$ cat src/rtl/paddle_tracker.sv
// Quadrature encoder to saturating paddle position, with a once-per-frame display
// latch and a registered 1-bit paddle pixel for the colour merge.
module paddle_tracker #(
    parameter int unsigned X_MAX    = 640,
    parameter int unsigned PADDLE_W = 80,
    parameter int unsigned PADDLE_Y = 440,
    parameter int unsigned PADDLE_H = 8
) (
    input  logic        clk,
    input  logic        rst_n,
    input  logic        quadA,
    input  logic        quadB,
    input  logic [10:0] CounterX,
    input  logic [8:0]  CounterY,
    output logic        paddle,
    output logic [9:0]  paddle_pos
);

    localparam int unsigned POS_W   = 10;
    localparam int unsigned X_W     = 11;
    localparam int unsigned Y_W     = 10;
    localparam int unsigned POS_MAX = X_MAX - PADDLE_W;
    localparam int unsigned POS_RST = POS_MAX / 2;

    localparam logic [POS_W-1:0] POS_MAX_V = POS_W'(POS_MAX);
    localparam logic [POS_W-1:0] POS_RST_V = POS_W'(POS_RST);
    localparam logic [Y_W-1:0]   Y_LO_V    = Y_W'(PADDLE_Y);
    localparam logic [Y_W-1:0]   Y_HI_V    = Y_W'(PADDLE_Y + PADDLE_H);
    localparam logic [X_W-1:0]   PAD_W_V   = X_W'(PADDLE_W);

    logic [2:0]       r_qa;
    logic [2:0]       r_qb;
    logic [POS_W-1:0] r_pos;
    logic [POS_W-1:0] r_disp_pos;
    logic             r_paddle;

    logic             w_en;
    logic             w_dir;
    logic [POS_W-1:0] w_pos_nxt;
    logic             w_origin;
    logic [X_W-1:0]   w_x_lo;
    logic [X_W-1:0]   w_x_hi;
    logic [Y_W-1:0]   w_y;
    logic             w_in_x;
    logic             w_in_y;

    // Synchronizers run through reset so release never sees a stale edge.
    always_ff @(posedge clk) begin
        r_qa <= {r_qa[1:0], quadA};
        r_qb <= {r_qb[1:0], quadB};
    end

    assign w_en  = r_qa[1] ^ r_qa[2] ^ r_qb[1] ^ r_qb[2];
    assign w_dir = r_qa[1] ^ r_qb[2];

    // Saturating up/down step; simultaneous phase changes cancel via w_en.
    always_comb begin
        w_pos_nxt = r_pos;
        if (w_en) begin
            if (w_dir) begin
                if (r_pos < POS_MAX_V) begin
                    w_pos_nxt = r_pos + POS_W'(1);
                end
            end else if (r_pos != '0) begin
                w_pos_nxt = r_pos - POS_W'(1);
            end
        end
    end

    assign w_origin = (CounterX == '0) && (CounterY == '0);
    assign w_x_lo   = {1'b0, r_disp_pos};
    assign w_x_hi   = w_x_lo + PAD_W_V;
    assign w_y      = {1'b0, CounterY};
    assign w_in_x   = (CounterX >= w_x_lo) && (CounterX < w_x_hi);
    assign w_in_y   = (w_y >= Y_LO_V) && (w_y < Y_HI_V);

    // disp_pos samples the pre-update pos when the origin coincides with a step.
    always_ff @(posedge clk) begin
        if (!rst_n) begin
            r_pos      <= POS_RST_V;
            r_disp_pos <= POS_RST_V;
            r_paddle   <= 1'b0;
        end else begin
            r_pos    <= w_pos_nxt;
            r_paddle <= w_in_x && w_in_y;
            if (w_origin) begin
                r_disp_pos <= r_pos;
            end
        end
    end

    assign paddle     = r_paddle;
    assign paddle_pos = r_pos;

endmodule
$ cat config.mk
export PLATFORM = sky130hd
export DESIGN_NAME = paddle_tracker
export DESIGN_NICKNAME = d
export VERILOG_FILES = /design/src/rtl/paddle_tracker.sv
export SDC_FILE = /design/constraint.sdc
export NUM_CORES = 1
export LEC_CHECK = 0
export CAP_MARGIN = 20
export CORE_MARGIN = 3
export CORE_UTILIZATION = 41
export CTS_CLUSTER_DIAMETER = 150
export CTS_CLUSTER_SIZE = 24
export DETAILED_ROUTE_END_ITERATION = 16
export PLACE_DENSITY = 0.71
export REMOVE_ABC_BUFFERS = 1
export SETUP_SLACK_MARGIN = 0.4
export SKIP_LAST_GASP = 1
export SYNTH_ARGS = -nofsm -noshare
export SYNTH_HDL_FRONTEND = slang
export SYNTH_SLANG_ARGS = --single-unit
export TNS_END_PERCENT = 1
$ cat constraint.sdc
create_clock -name clk -period 3.8 [get_ports clk]
set_input_delay 0.76 -clock clk [delete_from_list [all_inputs] [get_ports clk]]
set_output_delay 0.76 -clock clk [all_outputs]
set_load 0.1 [all_outputs]
==> flow_metrics.tcl, run 1 <==
set metrics [dict create \
    cp_cell_sequence "clkdlybuf4s50_1" \
    whs_ps 336 \
    p_clk_frac 0.149 \
    layout-drive-gt1-share 0.0356 \
    cp.depth 1 \
    async_flop_share 0 \
    final_max_slew_viol_count 0 \
    antenna_found_initial 0 \
    final_area_um2 2320 \
    netSwitchingPower_uw 512 \
    crit_type "reg -> out" \
    drt_iter0_drc 46 \
    die_area_um2 5470 \
    critical_path.slowest_cell "clkdlybuf4s50_1" \
    overflow 0 \
    grt_pass1_wl_um 7110 \
    via_per_inst 5.64 \
    ant_nets 0 \
    setup_viol 0 \
    reg2reg_depth 8 \
    total_leakage_power_uw 0.000942 \
    timing.final.crit_share 0.726 \
    ys_seq_area_frac 0.286 \
    cts.sinks 27 \
    synth_top_area_frac 0.286 \
    worstPathRequired_ps 3040 \
    synth_edf_count 0 \
    peakVddDrop_uv 337 \
    hold_depth 0 \
    cts_tree "built" \
    outcome "completed" \
    wl_um 4210 \
    power_density_nw_per_um2 471 \
    grt_start_max_net_pins 17 \
    n_fill_cell 435 \
    rows 24 \
    switching_share 0.468 \
    insertion_delay_ps 270 \
    grt_pass1_vias 1600 \
    cts.repair.resized 0 \
    yosysWarnings 0 \
    synth.top_cells.by_area "dfxtp_1, ha_1, a21oi_1" \
    p_seq_frac 0.333 \
    cp-end-kind "primary output" \
    finalNetCount 305 \
    io_buffers 34 \
    ys_ff_latch 27 \
    synth_common_cells "dfxtp_1, ha_1, a21oi_1, nand2_1, inv_1" \
    io_pins 35 \
    syn_area_per_cell_um2 8.60 \
    die_w_um 74.0 \
    yosys.cell_types.count 41 \
    placed_cell_area_um2 2270 \
    start_util 0.429 \
    postCtsSetupRepairBufs 0 \
    syn_inst 220 \
    dp_hpwl_um 3240 \
    synth_flop_cell "dfxtp_1" \
    cts_max_level 1 \
    gp_congestion 0.889 \
    hold_violations 0 \
    drcViolationCount 0 \
    cts_hold_buf 0 \
    cts_buffers 3 \
    hp-class "reg -> reg" \
    timing.slew.headroom 0.353 \
    finalPower_uw 1090 \
    intPower_uw 581 \
    cts-root-buf "clkbuf_8" \
    synth_area_um2 1890 \
    worst_pin_slew_ps 968 \
    wire_per_inst_um 13.8 \
    comb_power_share 0.518 \
    die_y_um 74.0 \
    firstDrtPassIters 4 \
    netlist.top_cell.by_area "dfxtp_1" \
    cap_viol_max_count 0 \
    clockBufferDepth 2 \
    path_delay_family "buffers and inverters" \
    syn_to_final_growth_pct 22.5 \
    antennaDiodeCount 0 \
    post-synth-top-count-cell "dfxtp_1" \
    clk_pin_slew_worst_paths_ps 90 \
    arrival_ps 2000 \
    setup_tns_ps 0 \
    core_um2 4410 \
    vias 1719 \
    critical_path.max_fanout 8 \
    critPathBufInv 1 \
    grt_use_total 0.162 \
    rsz0062_at_grt "false" \
    critPathLaunchType "flop" \
    slowest_delay_ps 1200 \
    fmax_mhz 363 \
    clock_skew_ps 5.38 \
    min_period_ps 2760 \
]
[layout make-up]
cell class | count | area (um2) | share of cell area
clock buffers | 3 | 41.3 | 0.0178
clock inverters | 1 | 5.00 | 0.00216
inverters | 15 | 56.3 | 0.0243
multi-input cells | 173 | 1270 | 0.548
flip-flops and latches | 27 | 541 | 0.233
well taps | 52 | 65.1 | 0.0281
repair buffers | 34 | 340 | 0.147
[flip-flops by register name, indices dropped and copies added (netlist names)]
signal,count
paddle_pos,10
r_disp_pos,10
r_qb,3
paddle,1
r_qa,3
[power groups by stage]
stage | Clock (uW) | Sequential [uW] | Combinational [uW]
floorplan | 0 | 547 | 247
global placement | 0 | 370 | 560
detailed placement | 0 | 370 | 564
CTS | 167 | 364 | 567
global route | 177 | 371 | 611
finish | 163 | 363 | 566
[cell usage in the layout (no fill, tap or decap), types with 2 or more instances in the layout]
cell	n
or3_1	3
nor2_1	10
nor4_1	6
o21ai_0	13
o211ai_1	7
o2111ai_1	4
xor2_1	4
nand3_1	7
nor2b_1	2
clkdlybuf4s50_1	34
nor3_1	5
nand2b_1	5
a21oi_1	19
ha_1	26
a31oi_1	2
nand2_1	19
nand4_1	3
xnor2_1	4
and4_1	4
clkbuf_8	3
a211oi_1	5
dfxtp_1	27
inv_1	15
a21o_1	8
[cells by family (layout without fill, tap and decap cells)]
| kind of cell | count (synthesis) | after routing | synth area share |
|---|---|---|---|
| flip-flops | 27 | 27 | 0.286 |
| AND/OR/NAND/NOR | 69 | 69 | 0.196 |
| multiplexers | 1 | 1 | 0.00529 |
| AO/OA/AOI/OAI | 67 | 67 | 0.242 |
| adder cells (fa/ha/maj) | 27 | 27 | 0.182 |
| XOR/XNOR | 9 | 9 | 0.0456 |
| buffers and inverters | 20 | 53 | 0.0436 |
[worst paths after layout]
path,from,to,slack [ps]
worst min-delay path,r_qb[0],r_qb[1],340
worst min register to register,r_qb[0],r_qb[1],340
worst max-delay path,paddle_pos[9],paddle_pos[9],1040
worst max register to register,r_qa[1],paddle_pos[6],1150
[per-layer routing]
metal  wire length (um)  part of all wire  global-route usage  vias up
li1                   -                 -                   -      898
met1               1970              0.47               0.211      785
met2               2020              0.48               0.281       31
met3                164             0.039              0.0176        5
met4                 55             0.013              0.0483        0
met5                  0                 0                   0        -
[metrics by stage]
| step | util | worst slack, ps | instances |
|---|---|---|---|
| 5_1_grt | 0.525 | 887 | 305 |
| 3_5_place_dp | 0.515 | 952 | 301 |
| 3_3_place_gp | 0.515 | 1010 | 301 |
| 6_report | 0.525 | 1040 | 305 |
| 4_1_cts | 0.525 | 1040 | 305 |
| 2_1_floorplan | - | 1140 | 215 |
Note: power is estimated with default switching activity, not from simulation.
==> inputs of run 2 (changes only) <==
clock period = 2.7 ns   (was 3.8 ns; I/O delays follow)
==> flow_metrics.tcl, run 2 (same netlist as run 1, synthesis figures left out) <==
set metrics [dict create \
    outcome "completed" \
    hp-class "reg -> reg" \
    n_fill_cell 421 \
    setup_tns_ps 0 \
    r2r_end "paddle_pos[6]" \
    antenna_found_initial 0 \
    crit_type "reg -> reg" \
    clockBufferDepth 2 \
    timing.final.crit_share 0.786 \
    antennaDiodeCount 0 \
    regArea_um2 541 \
    worst_pin_slew_ps 394 \
    drcViolationCount 0 \
    layout_common_cells "dfxtp_1, ha_1, clkdlybuf4s50_1" \
    finalNetCount 311 \
    holdPathEnd "r_qb[1]" \
    hold_depth 0 \
    rrSetupSlack_ps 580 \
    cap_viol_max_count 0 \
    worstHoldStart "r_qb[0]" \
    via_per_inst 5.57 \
    io_buffers 34 \
    die_w_um 74.0 \
    io_pins 35 \
    firstDrtPassIters 4 \
    cts_buffers 3 \
    syn_to_final_growth_pct 24.1 \
    dp_hpwl_um 3440 \
    clock_skew_ps 3.52 \
    cts_tree "built" \
    arrival_ps 2330 \
    total_leakage_power_uw 0.000984 \
    gp_congestion 0.877 \
    die_area_um2 5470 \
    critical_path.max_fanout 4 \
    overflow 0 \
    cts.sinks 27 \
    cts_hold_buf 0 \
    fmax_mhz 471 \
    wire_per_inst_um 13.9 \
    cts-root-buf "clkbuf_8" \
    final_cells 311 \
    grt_pass1_vias 1606 \
    start_util 0.429 \
    dp.cells 306 \
    critPathLaunchType "flop" \
    hold_violations 0 \
    min_period_ps 2120 \
    peakVddDrop_uv 464 \
    worstPathRequired_ps 2910 \
    die_y_um 74.0 \
    power_density_nw_per_um2 656 \
    rows 24 \
    timing.slew.headroom 0.737 \
    core_um2 4410 \
    final_common_cell "dfxtp_1" \
    rsz0062_at_grt "true" \
    reg2reg_depth 8 \
    clk_pin_slew_worst_paths_ps 90 \
    multi_input_area_um2 1280 \
    cp-end-kind "flop" \
    crit-reg2reg-launch "r_qa[1]" \
    grt_start_max_net_pins 15 \
    layout-drive-gt1-share 0.100 \
    final_area_um2 2350 \
    drt_iter0_drc 54 \
    final_max_slew_viol_count 0 \
    grt_use_total 0.166 \
    vias 1731 \
    insertion_delay_ps 270 \
    placed_cell_area_um2 2280 \
    setup_viol 0 \
    wl_um 4340 \
    cts_max_level 1 \
    grt_pass1_wl_um 7120 \
    ant_nets 0 \
]
-- run 2: power by group --
group	switching [uW]	internal (uW)	total (uW)
Clock	125	106	231
Sequential	72.8	441	514
Combinational	528	269	797
Total	726	816	1540
-- run 2: cell type report --
| type | instances | area share |
|---|---|---|
| sequential | 27 | 0.230 |
| timing repair buffer | 40 | 0.152 |
| multi-input combinational | 173 | 0.547 |
| tap | 52 | 0.0277 |
| clock buffer | 4 | 0.0192 |
| inverter | 15 | 0.0240 |
-- run 2: repair_timing --
action,CTS,global route
endpoints found under the setup margin,1,7
gates resized for setup,2,0
pin swaps,0,1
buffers inserted,0,1
-- run 2: per-layer routing --
metal	GRT usage	vias up	part of all wire
met5	0	-	0
met1	0.211	797	0.46
met3	0.0176	7	0.033
li1	-	901	-
met2	0.287	26	0.49
met4	0.0664	0	0.017
-- run 2: through the flow --
stage                     hold WS [ps]  setup WS (ps)   util  power, uW
after floorplan                    310           44.3      -       1120
after global placement             311            353  0.517       1300
final                              333            579  0.532       1540
after global routing               345            338  0.532       1640
after detailed placement           313            308  0.517       1310
after CTS                          336            435  0.531       1550
-- run 2: worst max-delay path by stage --
stage / slack [ps] / start / to / cells after the start
floorplan: 40 / paddle_pos[0] / paddle_pos[6] / 7
global placement: 350 / r_qa[1] / paddle_pos[6] / 8
detailed placement: 310 / r_qa[1] / paddle_pos[6] / 8
CTS: 430 / r_qa[1] / paddle_pos[6] / 8
global route: 340 / CounterX[1] / r_disp_pos[6] / 7
finish: 580 / r_qa[1] / paddle_pos[6] / 8
-- run 2: worst max-delay path, cell delays in order, from the launching register on --
cell	delay, ps
dfxtp_1	430
xnor2_4	160
inv_1	80
fa_1	370
nand2b_1	210
a21oi_2	240
nor3_1	70
or3b_1	350
a21oi_1	140
